[src/rtl/reorder_buffer_if.sv]
// Shared width definitions and the dispatch/writeback/commit bundle around the reorder buffer.
// The master side is the pipeline (dispatch, execute, commit); the slave side is the ROB.
package general_defines;
    localparam int unsigned ROB_IDX_W       = 3;
    localparam int unsigned INSTR_MEM_IDX_W = 8;
    localparam int unsigned ARCH_REG_IDX_W  = 5;
    localparam int unsigned PHYS_REG_IDX_W  = 6;
    localparam int unsigned INT_DATA_W      = 32;
endpackage

interface reorder_buffer_if;
    import general_defines::*;

    logic                       alloc_valid;
    logic                       alloc_ready;
    logic [ROB_IDX_W-1:0]       alloc_idx;
    logic [INSTR_MEM_IDX_W-1:0] alloc_pc;
    logic [ARCH_REG_IDX_W-1:0]  alloc_logical_rd;
    logic [PHYS_REG_IDX_W-1:0]  alloc_phys_rd;
    logic [PHYS_REG_IDX_W-1:0]  alloc_old_phys_rd;
    logic                       alloc_is_store;
    logic                       alloc_is_branch;
    logic                       alloc_pred_taken;
    logic [INSTR_MEM_IDX_W-1:0] alloc_pred_target;

    logic                       wb_valid;
    logic [ROB_IDX_W-1:0]       wb_idx;
    logic [INT_DATA_W-1:0]      wb_result;
    logic                       wb_branch_taken;
    logic [INSTR_MEM_IDX_W-1:0] wb_branch_target;

    logic [ROB_IDX_W-1:0]       rob_head_idx;
    logic                       rob_head_valid;
    logic                       rob_head_done;
    logic [INSTR_MEM_IDX_W-1:0] rob_head_pc;
    logic [ARCH_REG_IDX_W-1:0]  rob_head_logical_rd;
    logic [PHYS_REG_IDX_W-1:0]  rob_head_phys_rd;
    logic [PHYS_REG_IDX_W-1:0]  rob_head_old_phys_rd;
    logic                       rob_head_is_store;
    logic                       rob_head_is_branch;
    logic                       rob_head_pred_taken;
    logic [INSTR_MEM_IDX_W-1:0] rob_head_pred_target;
    logic [INT_DATA_W-1:0]      rob_head_result;
    logic                       rob_head_branch_taken;
    logic [INSTR_MEM_IDX_W-1:0] rob_head_branch_target;

    logic                       rob_advance_head;
    logic                       flush_pipeline;
    logic                       rob_empty;
    logic                       rob_full;

    modport master (
        output alloc_valid, alloc_pc, alloc_logical_rd, alloc_phys_rd, alloc_old_phys_rd,
               alloc_is_store, alloc_is_branch, alloc_pred_taken, alloc_pred_target,
               wb_valid, wb_idx, wb_result, wb_branch_taken, wb_branch_target,
               rob_advance_head, flush_pipeline,
        input  alloc_ready, alloc_idx, rob_head_idx, rob_head_valid, rob_head_done,
               rob_head_pc, rob_head_logical_rd, rob_head_phys_rd, rob_head_old_phys_rd,
               rob_head_is_store, rob_head_is_branch, rob_head_pred_taken, rob_head_pred_target,
               rob_head_result, rob_head_branch_taken, rob_head_branch_target,
               rob_empty, rob_full
    );

    modport slave (
        input  alloc_valid, alloc_pc, alloc_logical_rd, alloc_phys_rd, alloc_old_phys_rd,
               alloc_is_store, alloc_is_branch, alloc_pred_taken, alloc_pred_target,
               wb_valid, wb_idx, wb_result, wb_branch_taken, wb_branch_target,
               rob_advance_head, flush_pipeline,
        output alloc_ready, alloc_idx, rob_head_idx, rob_head_valid, rob_head_done,
               rob_head_pc, rob_head_logical_rd, rob_head_phys_rd, rob_head_old_phys_rd,
               rob_head_is_store, rob_head_is_branch, rob_head_pred_taken, rob_head_pred_target,
               rob_head_result, rob_head_branch_taken, rob_head_branch_target,
               rob_empty, rob_full
    );
endinterface

[src/rtl/reorder_buffer.sv]
// Circular reorder buffer: in-order allocation at the tail, out-of-order completion,
// in-order retirement from the head, and a single-cycle flush.
module reorder_buffer
    import general_defines::*;
#(
    parameter int unsigned ROB_DEPTH = 2**ROB_IDX_W
) (
    input  logic            clk,
    input  logic            rst,
    reorder_buffer_if.slave rob
);
    localparam int unsigned          CNT_W   = ROB_IDX_W + 1;
    localparam logic [CNT_W-1:0]     DEPTH_C = CNT_W'(ROB_DEPTH);
    localparam logic [ROB_IDX_W-1:0] LAST_C  = ROB_IDX_W'(ROB_DEPTH - 1);

    typedef struct packed {
        logic [INSTR_MEM_IDX_W-1:0] pc;
        logic [ARCH_REG_IDX_W-1:0]  logical_rd;
        logic [PHYS_REG_IDX_W-1:0]  phys_rd;
        logic [PHYS_REG_IDX_W-1:0]  old_phys_rd;
        logic                       is_store;
        logic                       is_branch;
        logic                       pred_taken;
        logic [INSTR_MEM_IDX_W-1:0] pred_target;
        logic [INT_DATA_W-1:0]      result;
        logic                       branch_taken;
        logic [INSTR_MEM_IDX_W-1:0] branch_target;
    } payload_t;

    logic [ROB_IDX_W-1:0] head_q, head_d, tail_q, tail_d;
    logic [CNT_W-1:0]     count_q, count_d;
    logic [ROB_DEPTH-1:0] valid_q, valid_d, done_q, done_d;
    payload_t             ent_q [ROB_DEPTH];
    payload_t             ent_d [ROB_DEPTH];
    payload_t             head_ent;
    logic                 do_alloc, do_wb, do_adv, wb_in_range;

    function automatic logic [ROB_IDX_W-1:0] wrap_inc(input logic [ROB_IDX_W-1:0] p);
        return (p == LAST_C) ? '0 : p + ROB_IDX_W'(1);
    endfunction

    assign head_ent = ent_q[head_q];

    always_comb begin
        rob.alloc_ready            = (count_q != DEPTH_C) && !rob.flush_pipeline;
        rob.alloc_idx              = tail_q;
        rob.rob_full               = (count_q == DEPTH_C);
        rob.rob_empty              = (count_q == '0);
        rob.rob_head_idx           = head_q;
        rob.rob_head_valid         = (count_q != '0) && valid_q[head_q];
        rob.rob_head_done          = rob.rob_head_valid && done_q[head_q];
        rob.rob_head_pc            = head_ent.pc;
        rob.rob_head_logical_rd    = head_ent.logical_rd;
        rob.rob_head_phys_rd       = head_ent.phys_rd;
        rob.rob_head_old_phys_rd   = head_ent.old_phys_rd;
        rob.rob_head_is_store      = head_ent.is_store;
        rob.rob_head_is_branch     = head_ent.is_branch;
        rob.rob_head_pred_taken    = head_ent.pred_taken;
        rob.rob_head_pred_target   = head_ent.pred_target;
        rob.rob_head_result        = head_ent.result;
        rob.rob_head_branch_taken  = head_ent.branch_taken;
        rob.rob_head_branch_target = head_ent.branch_target;
    end

    always_comb begin
        // NOTE: every _d starts from its _q so no path through this block can infer a latch.
        head_d  = head_q;
        tail_d  = tail_q;
        count_d = count_q;
        valid_d = valid_q;
        done_d  = done_q;
        ent_d   = ent_q;

        wb_in_range = CNT_W'(rob.wb_idx) < DEPTH_C;
        do_alloc    = rob.alloc_valid && rob.alloc_ready;
        do_wb       = rob.wb_valid && wb_in_range && valid_q[rob.wb_idx] && !rob.flush_pipeline;
        // Advance sees the pre-edge done bit, so a same-cycle writeback cannot retire the head.
        do_adv      = rob.rob_advance_head && rob.rob_head_done && !rob.flush_pipeline;

        if (rob.flush_pipeline) begin
            head_d  = '0;
            tail_d  = '0;
            count_d = '0;
            valid_d = '0;
            done_d  = '0;
        end else begin
            if (do_wb) begin
                done_d[rob.wb_idx]               = 1'b1;
                ent_d[rob.wb_idx].result         = rob.wb_result;
                ent_d[rob.wb_idx].branch_taken   = rob.wb_branch_taken;
                ent_d[rob.wb_idx].branch_target  = rob.wb_branch_target;
            end
            if (do_adv) begin
                valid_d[head_q] = 1'b0;
                done_d[head_q]  = 1'b0;
                head_d          = wrap_inc(head_q);
            end
            if (do_alloc) begin
                valid_d[tail_q]           = 1'b1;
                done_d[tail_q]            = 1'b0;
                ent_d[tail_q].pc          = rob.alloc_pc;
                ent_d[tail_q].logical_rd  = rob.alloc_logical_rd;
                ent_d[tail_q].phys_rd     = rob.alloc_phys_rd;
                ent_d[tail_q].old_phys_rd = rob.alloc_old_phys_rd;
                ent_d[tail_q].is_store    = rob.alloc_is_store;
                ent_d[tail_q].is_branch   = rob.alloc_is_branch;
                ent_d[tail_q].pred_taken  = rob.alloc_pred_taken;
                ent_d[tail_q].pred_target = rob.alloc_pred_target;
                tail_d                    = wrap_inc(tail_q);
            end
            if (do_alloc && !do_adv) begin
                count_d = count_q + CNT_W'(1);
            end else if (do_adv && !do_alloc) begin
                count_d = count_q - CNT_W'(1);
            end
        end
    end

    always_ff @(posedge clk or negedge rst) begin
        if (!rst) begin
            head_q  <= '0;
            tail_q  <= '0;
            count_q <= '0;
            valid_q <= '0;
            done_q  <= '0;
        end else begin
            head_q  <= head_d;
            tail_q  <= tail_d;
            count_q <= count_d;
            valid_q <= valid_d;
            done_q  <= done_d;
        end
    end

    // NOTE: the payload array is deliberately left unreset; valid/done qualify every read.
    always_ff @(posedge clk) begin
        ent_q <= ent_d;
    end
endmodule

[src/flat_wrapper.sv]
// flat-port wrapper written by rule: the top's interface ports become plain ports
module reorder_buffer_flat import general_defines::*;
#(
    parameter int unsigned ROB_DEPTH = 2**ROB_IDX_W
)
  (clk, rst, rob_alloc_valid, rob_alloc_pc, rob_alloc_logical_rd, rob_alloc_phys_rd, rob_alloc_old_phys_rd, rob_alloc_is_store, rob_alloc_is_branch, rob_alloc_pred_taken, rob_alloc_pred_target, rob_wb_valid, rob_wb_idx, rob_wb_result, rob_wb_branch_taken, rob_wb_branch_target, rob_rob_advance_head, rob_flush_pipeline, rob_alloc_ready, rob_alloc_idx, rob_rob_head_idx, rob_rob_head_valid, rob_rob_head_done, rob_rob_head_pc, rob_rob_head_logical_rd, rob_rob_head_phys_rd, rob_rob_head_old_phys_rd, rob_rob_head_is_store, rob_rob_head_is_branch, rob_rob_head_pred_taken, rob_rob_head_pred_target, rob_rob_head_result, rob_rob_head_branch_taken, rob_rob_head_branch_target, rob_rob_empty, rob_rob_full);
  reorder_buffer_if rob_i ();
  input  logic clk;
  input  logic rst;
  input wire logic [$bits(rob_i.alloc_valid)-1:0] rob_alloc_valid;
  input wire logic [$bits(rob_i.alloc_pc)-1:0] rob_alloc_pc;
  input wire logic [$bits(rob_i.alloc_logical_rd)-1:0] rob_alloc_logical_rd;
  input wire logic [$bits(rob_i.alloc_phys_rd)-1:0] rob_alloc_phys_rd;
  input wire logic [$bits(rob_i.alloc_old_phys_rd)-1:0] rob_alloc_old_phys_rd;
  input wire logic [$bits(rob_i.alloc_is_store)-1:0] rob_alloc_is_store;
  input wire logic [$bits(rob_i.alloc_is_branch)-1:0] rob_alloc_is_branch;
  input wire logic [$bits(rob_i.alloc_pred_taken)-1:0] rob_alloc_pred_taken;
  input wire logic [$bits(rob_i.alloc_pred_target)-1:0] rob_alloc_pred_target;
  input wire logic [$bits(rob_i.wb_valid)-1:0] rob_wb_valid;
  input wire logic [$bits(rob_i.wb_idx)-1:0] rob_wb_idx;
  input wire logic [$bits(rob_i.wb_result)-1:0] rob_wb_result;
  input wire logic [$bits(rob_i.wb_branch_taken)-1:0] rob_wb_branch_taken;
  input wire logic [$bits(rob_i.wb_branch_target)-1:0] rob_wb_branch_target;
  input wire logic [$bits(rob_i.rob_advance_head)-1:0] rob_rob_advance_head;
  input wire logic [$bits(rob_i.flush_pipeline)-1:0] rob_flush_pipeline;
  output wire logic [$bits(rob_i.alloc_ready)-1:0] rob_alloc_ready;
  output wire logic [$bits(rob_i.alloc_idx)-1:0] rob_alloc_idx;
  output wire logic [$bits(rob_i.rob_head_idx)-1:0] rob_rob_head_idx;
  output wire logic [$bits(rob_i.rob_head_valid)-1:0] rob_rob_head_valid;
  output wire logic [$bits(rob_i.rob_head_done)-1:0] rob_rob_head_done;
  output wire logic [$bits(rob_i.rob_head_pc)-1:0] rob_rob_head_pc;
  output wire logic [$bits(rob_i.rob_head_logical_rd)-1:0] rob_rob_head_logical_rd;
  output wire logic [$bits(rob_i.rob_head_phys_rd)-1:0] rob_rob_head_phys_rd;
  output wire logic [$bits(rob_i.rob_head_old_phys_rd)-1:0] rob_rob_head_old_phys_rd;
  output wire logic [$bits(rob_i.rob_head_is_store)-1:0] rob_rob_head_is_store;
  output wire logic [$bits(rob_i.rob_head_is_branch)-1:0] rob_rob_head_is_branch;
  output wire logic [$bits(rob_i.rob_head_pred_taken)-1:0] rob_rob_head_pred_taken;
  output wire logic [$bits(rob_i.rob_head_pred_target)-1:0] rob_rob_head_pred_target;
  output wire logic [$bits(rob_i.rob_head_result)-1:0] rob_rob_head_result;
  output wire logic [$bits(rob_i.rob_head_branch_taken)-1:0] rob_rob_head_branch_taken;
  output wire logic [$bits(rob_i.rob_head_branch_target)-1:0] rob_rob_head_branch_target;
  output wire logic [$bits(rob_i.rob_empty)-1:0] rob_rob_empty;
  output wire logic [$bits(rob_i.rob_full)-1:0] rob_rob_full;
  assign rob_i.alloc_valid = rob_alloc_valid;
  assign rob_i.alloc_pc = rob_alloc_pc;
  assign rob_i.alloc_logical_rd = rob_alloc_logical_rd;
  assign rob_i.alloc_phys_rd = rob_alloc_phys_rd;
  assign rob_i.alloc_old_phys_rd = rob_alloc_old_phys_rd;
  assign rob_i.alloc_is_store = rob_alloc_is_store;
  assign rob_i.alloc_is_branch = rob_alloc_is_branch;
  assign rob_i.alloc_pred_taken = rob_alloc_pred_taken;
  assign rob_i.alloc_pred_target = rob_alloc_pred_target;
  assign rob_i.wb_valid = rob_wb_valid;
  assign rob_i.wb_idx = rob_wb_idx;
  assign rob_i.wb_result = rob_wb_result;
  assign rob_i.wb_branch_taken = rob_wb_branch_taken;
  assign rob_i.wb_branch_target = rob_wb_branch_target;
  assign rob_i.rob_advance_head = rob_rob_advance_head;
  assign rob_i.flush_pipeline = rob_flush_pipeline;
  assign rob_alloc_ready = rob_i.alloc_ready;
  assign rob_alloc_idx = rob_i.alloc_idx;
  assign rob_rob_head_idx = rob_i.rob_head_idx;
  assign rob_rob_head_valid = rob_i.rob_head_valid;
  assign rob_rob_head_done = rob_i.rob_head_done;
  assign rob_rob_head_pc = rob_i.rob_head_pc;
  assign rob_rob_head_logical_rd = rob_i.rob_head_logical_rd;
  assign rob_rob_head_phys_rd = rob_i.rob_head_phys_rd;
  assign rob_rob_head_old_phys_rd = rob_i.rob_head_old_phys_rd;
  assign rob_rob_head_is_store = rob_i.rob_head_is_store;
  assign rob_rob_head_is_branch = rob_i.rob_head_is_branch;
  assign rob_rob_head_pred_taken = rob_i.rob_head_pred_taken;
  assign rob_rob_head_pred_target = rob_i.rob_head_pred_target;
  assign rob_rob_head_result = rob_i.rob_head_result;
  assign rob_rob_head_branch_taken = rob_i.rob_head_branch_taken;
  assign rob_rob_head_branch_target = rob_i.rob_head_branch_target;
  assign rob_rob_empty = rob_i.rob_empty;
  assign rob_rob_full = rob_i.rob_full;
  reorder_buffer #(.ROB_DEPTH(ROB_DEPTH)) u_core (.clk(clk), .rst(rst), .rob(rob_i));
endmodule
[config.mk]
export PLATFORM = sky130hd
export DESIGN_NAME = reorder_buffer_flat
export DESIGN_NICKNAME = d
export VERILOG_FILES = /design/src/rtl/reorder_buffer_if.sv /design/src/rtl/reorder_buffer.sv /design/src/flat_wrapper.sv
export SDC_FILE = /design/constraint.sdc
export NUM_CORES = 1
export LEC_CHECK = 0
export BUFFER_PORTS_ARGS = -buffer_cell sky130_fd_sc_hd__buf_2
export CAP_MARGIN = 20
export CORE_MARGIN = 4
export CORE_UTILIZATION = 50
export DETAILED_ROUTE_END_ITERATION = 6
export HOLD_SLACK_MARGIN = 0.05
export PLACE_DENSITY = 0.68
export RECOVER_POWER = 100
export SLEW_MARGIN = 30
export SYNTH_ARGS = -nofsm -noshare
export SYNTH_HDL_FRONTEND = slang
export SYNTH_SLANG_ARGS = --single-unit
[constraint.sdc]
create_clock -name clk -period 6.9 [get_ports clk]
set_clock_uncertainty 0.15 [all_clocks]
set_input_delay 0.69 -clock clk [delete_from_list [all_inputs] [get_ports clk]]
set_output_delay 0.69 -clock clk [all_outputs]
set_load 0.01 [all_outputs]
==> summary.md <==
| Metric | Value |
|---|---|
| WS Path Type | reg -> out |
| CTS tree | done |
| Mapped cell area | 26,400 µm² |
| Die H | 238 µm |
| Initial DRC count | 1,494 |
| Worst-path fanout max | 42 |
| Post-synth EDFFs | 616 |
| Max-slew violation count | 868 |
| Reg power frac | 53.8% |
| DR pass1 iterations | 5 |
| HPWL after detailed placement | 36,300 µm |
| Total CTS buffers | 67 |
| CP Capture Type | output port |
| FMAX | 0.176 GHz |
| Power share of the clock group | 43.7% |
| Final setup viols | 0 |
| R2R cell count | 12 |
| Slew margin rel. | -155% |
| Vias in the first global route | 15,800 |
| Hold path cells | 1 |
| NetSw | 1.60 mW |
| Post-Synth XOR/XNOR Area | 0.0994% |
| Htree depth | 3 |
| Worst R2R Setup Slack | 1.28 ns |
| ANT nets after route | 0 |
| Worst VDD drop | 0.164 mV |
| RD Place Congestion | 0.785 |
| WL final | 65,300 µm |
| Synthesized instance count | 1,690 |
| Worst path slowest cell | nor3_1 |
| Largest cells by area after synthesis | edfxtp_1 (70%), and2_1 (6.9%), mux2_2 (3.1%), a221oi_1 (2.8%), dfrtp_1 (2.5%) |
| Total negative setup slack | 0 ns |
| First-pass GRT wire length | 97,600 µm |
| Worst slew pin tran | 3.82 ns |
| Root Buffer Master | clkbuf_16 |
| Share of cells above drive strength 1 | 14.9% |
| WL/cell | 25.2 µm |
| CTS max path bufs | 3 |
| Mux share of post-synthesis cell area | 6.43% |
| Critical path launch point type | register |
| Core footprint | 51,800 µm² |
| Async set-reset flop share out of synthesis | 4.05% |
| Buffers added on ports | 173 |
| Yosys cell types | 53 |
| Unrepaired setup endpoints after global routing | false |
| Syn_nets | 1,783 |
| FP Rows | 83 |
| DR vias/cell | 6.00 |
| Boundary Pins | 174 |
| P_int | 6.38 mW |
| Vias | 15,600 |
| GR Util All Layers | 22.8% |
| Largest family of logic cells by synthesized area | simple AND/OR/NAND/NOR gates |
| YS warnings | 0 |
| PwrDens | 266 nW/µm² |
| Syn avg cell area | 15.6 µm² |
| Hold Vio Cnt, Final | 0 |
| Crit path buffers/inverters | 3 |
| Final #Nets | 1,949 |
| Worst hold path type | in -> reg |
| Die width | 238 µm |
| Pleak | 9.58 nW |
| Post-synthesis adder-cell area fraction | 0.360% |
| R2r startpoint | u_core.rob.rob_head_idx[1] |
| Compound-cell area share of the yosys netlist | 8.90% |
| Outcome | finished, violations left |
| Failing checks | max-capacitance violations, max-slew violations |
| Setup crit start | u_core.rob.rob_head_idx[2] |
| Worst Path Required | 6.06 ns |
| Period minus WS final | 5.67 ns |
| Area grow syn2layout | 13.6% |
| Top cell type's share of synthesized area | 70.0% |
| DRC violations left | 0 |
| Total Power | 7.98 mW |
| WP data arrival | 4.83 ns |
| Post-synth top area cell | edfxtp_1 |
| Delay-heaviest family, CP | simple AND/OR/NAND/NOR gates |
| Seq/Total Area, Yosys | 72.5% |
| Clk Latency, worst-skew pair | 0.59 ns |
| Simple-gate share of the synthesized area | 9.82% |
| Initial Util | 51.0% |
| Antenna violations before repair | 10 |
| Sw Share | 20.1% |
| Yosys reg bits | 642 |
| Ys flop type | edfxtp_1 |
| Hold Crit Start | rob_wb_branch_taken |
| Clk slew on worst S/H paths | 0.06 ns |
| Grt ovf | 0 |
| Pin count of the biggest net entering global routing | 90 |
| Crit path largest cell delay | 1.62 ns |
| Fillers | 4,043 |
| Crit path cell chain | inv_1 > nor3_1 > buf_4 > a222oi_1 > o21ai_0 > buf_2 |
| Worst r2r dst | u_core.count_q[3] |
| Worst hold endpoint | u_core.ent_q[8] |
| Die area | 56,600 µm² |
| Clk sinks | 642 |
| Final period utilization | 82.1% |
| Combinational share of power | 2.5% |
| Max-cap violations | 21 |
-- routing by layer --
metal / routed length [µm] / GRT usage, %
met1: 26700 / 30.6
met5: 68 / 0
met4: 1760 / 7.09
met3: 4730 / 4.69
met2: 32100 / 37.7
-- sequential cells by signal, summed over array words and instances, names as in the netlist --
name,count
u_core.ent_q,616
u_core.rob.rob_head_idx,3
u_core.done_q,8
u_core.count_q,4
u_core.rob.alloc_idx,3
u_core.valid_q,8
-- what timing repair did --
action | CTS | global route
hold buffers | 1 | 0
setup buffers | 0 | 0
resized for setup | 0 | 0
hold endpoints to repair | 26 | 0
-- worst register-to-register path: cells and delay by family (launching register included) --
kind,cells,cell delay (ns)
simple gates,4,2.20
compound gates,4,1.03
flops,1,0.81
buf+inv,1,0.58
mux,2,0.50
fa+ha+maj,1,0.24
-- cells in the final DEF, fill, tap and decap left out, types with 9 or more instances in the layout --
cell type | Yosys | routed
edfxtp_1 | 616 | 616
and2_0 | 0 | 156
clkbuf_1 | 61 | 151
and2_1 | 290 | 134
a221oi_1 | 84 | 84
mux2_2 | 72 | 72
clkbuf_16 | 0 | 71
nor2_1 | 87 | 70
a22oi_1 | 64 | 64
buf_2 | 38 | 61
mux2i_1 | 56 | 56
a21oi_1 | 52 | 52
nand2_1 | 32 | 32
o21ai_0 | 32 | 32
dfrtp_1 | 26 | 23
o22ai_1 | 17 | 17
nor2_4 | 0 | 16
a221o_1 | 16 | 16
mux4_2 | 13 | 13
clkinv_2 | 0 | 12
nand3_1 | 12 | 12
buf_4 | 5 | 12
o221ai_1 | 11 | 11
a22o_1 | 11 | 11
clkinv_1 | 0 | 9
-- through the flow --
stage,hold WS (ns),instances,setup WS [ns],util (%),instance area (µm²)
floorplan,0.244,1690,2.09,-,26400
global placement,0.351,2464,2.33,54.2,28100
detailed placement,0.355,2465,2.27,54.3,28200
CTS,0.183,2588,2.26,58.5,30300
global route,0.281,2592,0.979,57.9,30000
finish,0.293,2594,1.23,57.9,30000
-- synth_stat cells, types with 5 or more instances --
library cell  number
edfxtp_1         616
and2_1           290
nor2_1            87
a221oi_1          84
mux2_2            72
a22oi_1           64
clkbuf_1          61
mux2i_1           56
a21oi_1           52
buf_2             38
nand2_1           32
o21ai_0           32
dfrtp_1           26
o22ai_1           17
a221o_1           16
mux4_2            13
nand3_1           12
a22o_1            11
o221ai_1          11
nor3_1            10
a21o_1             8
nor2b_1            7
nor3b_1            7
a222oi_1           6
buf_1              6
ha_1               6
buf_4              5
inv_1              5
nand2b_1           5
-- worst max-delay path by stage --
stage,end,slack [ns],cells after the start
2_1_floorplan,u_core.ent_q[539],2.09,4
3_3_place_gp,u_core.count_q[3],2.33,12
3_5_place_dp,u_core.count_q[3],2.27,12
4_1_cts,u_core.count_q[3],2.26,12
5_1_grt,u_core.count_q[3],0.98,13
6_report,rob_rob_head_result[17],1.23,6
-- final cells by class --
cell class	count	area [µm²]	area share, %
Clock buffer	93	1880	6.26
Clock inverter	29	245	0.817
Multi-Input combinational cell	930	6900	23.0
Antenna cell	5	12.5	0.0417
Timing Repair Buffer	207	945	3.15
Tap cell	680	851	2.83
Sequential cell	642	19200	63.8
Inverter	8	31.3	0.104
-- cells by family after synthesis --
family                   count (synthesis)
flip-flops                             642
AND/OR/NAND/NOR                        461
AO/OA/AOI/OAI                          315
multiplexers                           144
buffers and inverters                  118
adder cells (fa/ha/maj)                  7
XOR/XNOR                                 3
-- power groups by stage --
stage | logic, mW | registers (mW) | clock network, mW
after detailed placement | 0.212 | 4.37 | 0
after CTS | 0.213 | 4.29 | 3.53
after global routing | 0.225 | 4.29 | 3.70
final | 0.201 | 4.29 | 3.49
after floorplan | 0.0950 | 4.37 | 0
after global placement | 0.206 | 4.37 | 0
No activity file was read; power rests on OpenSTA's default activity.
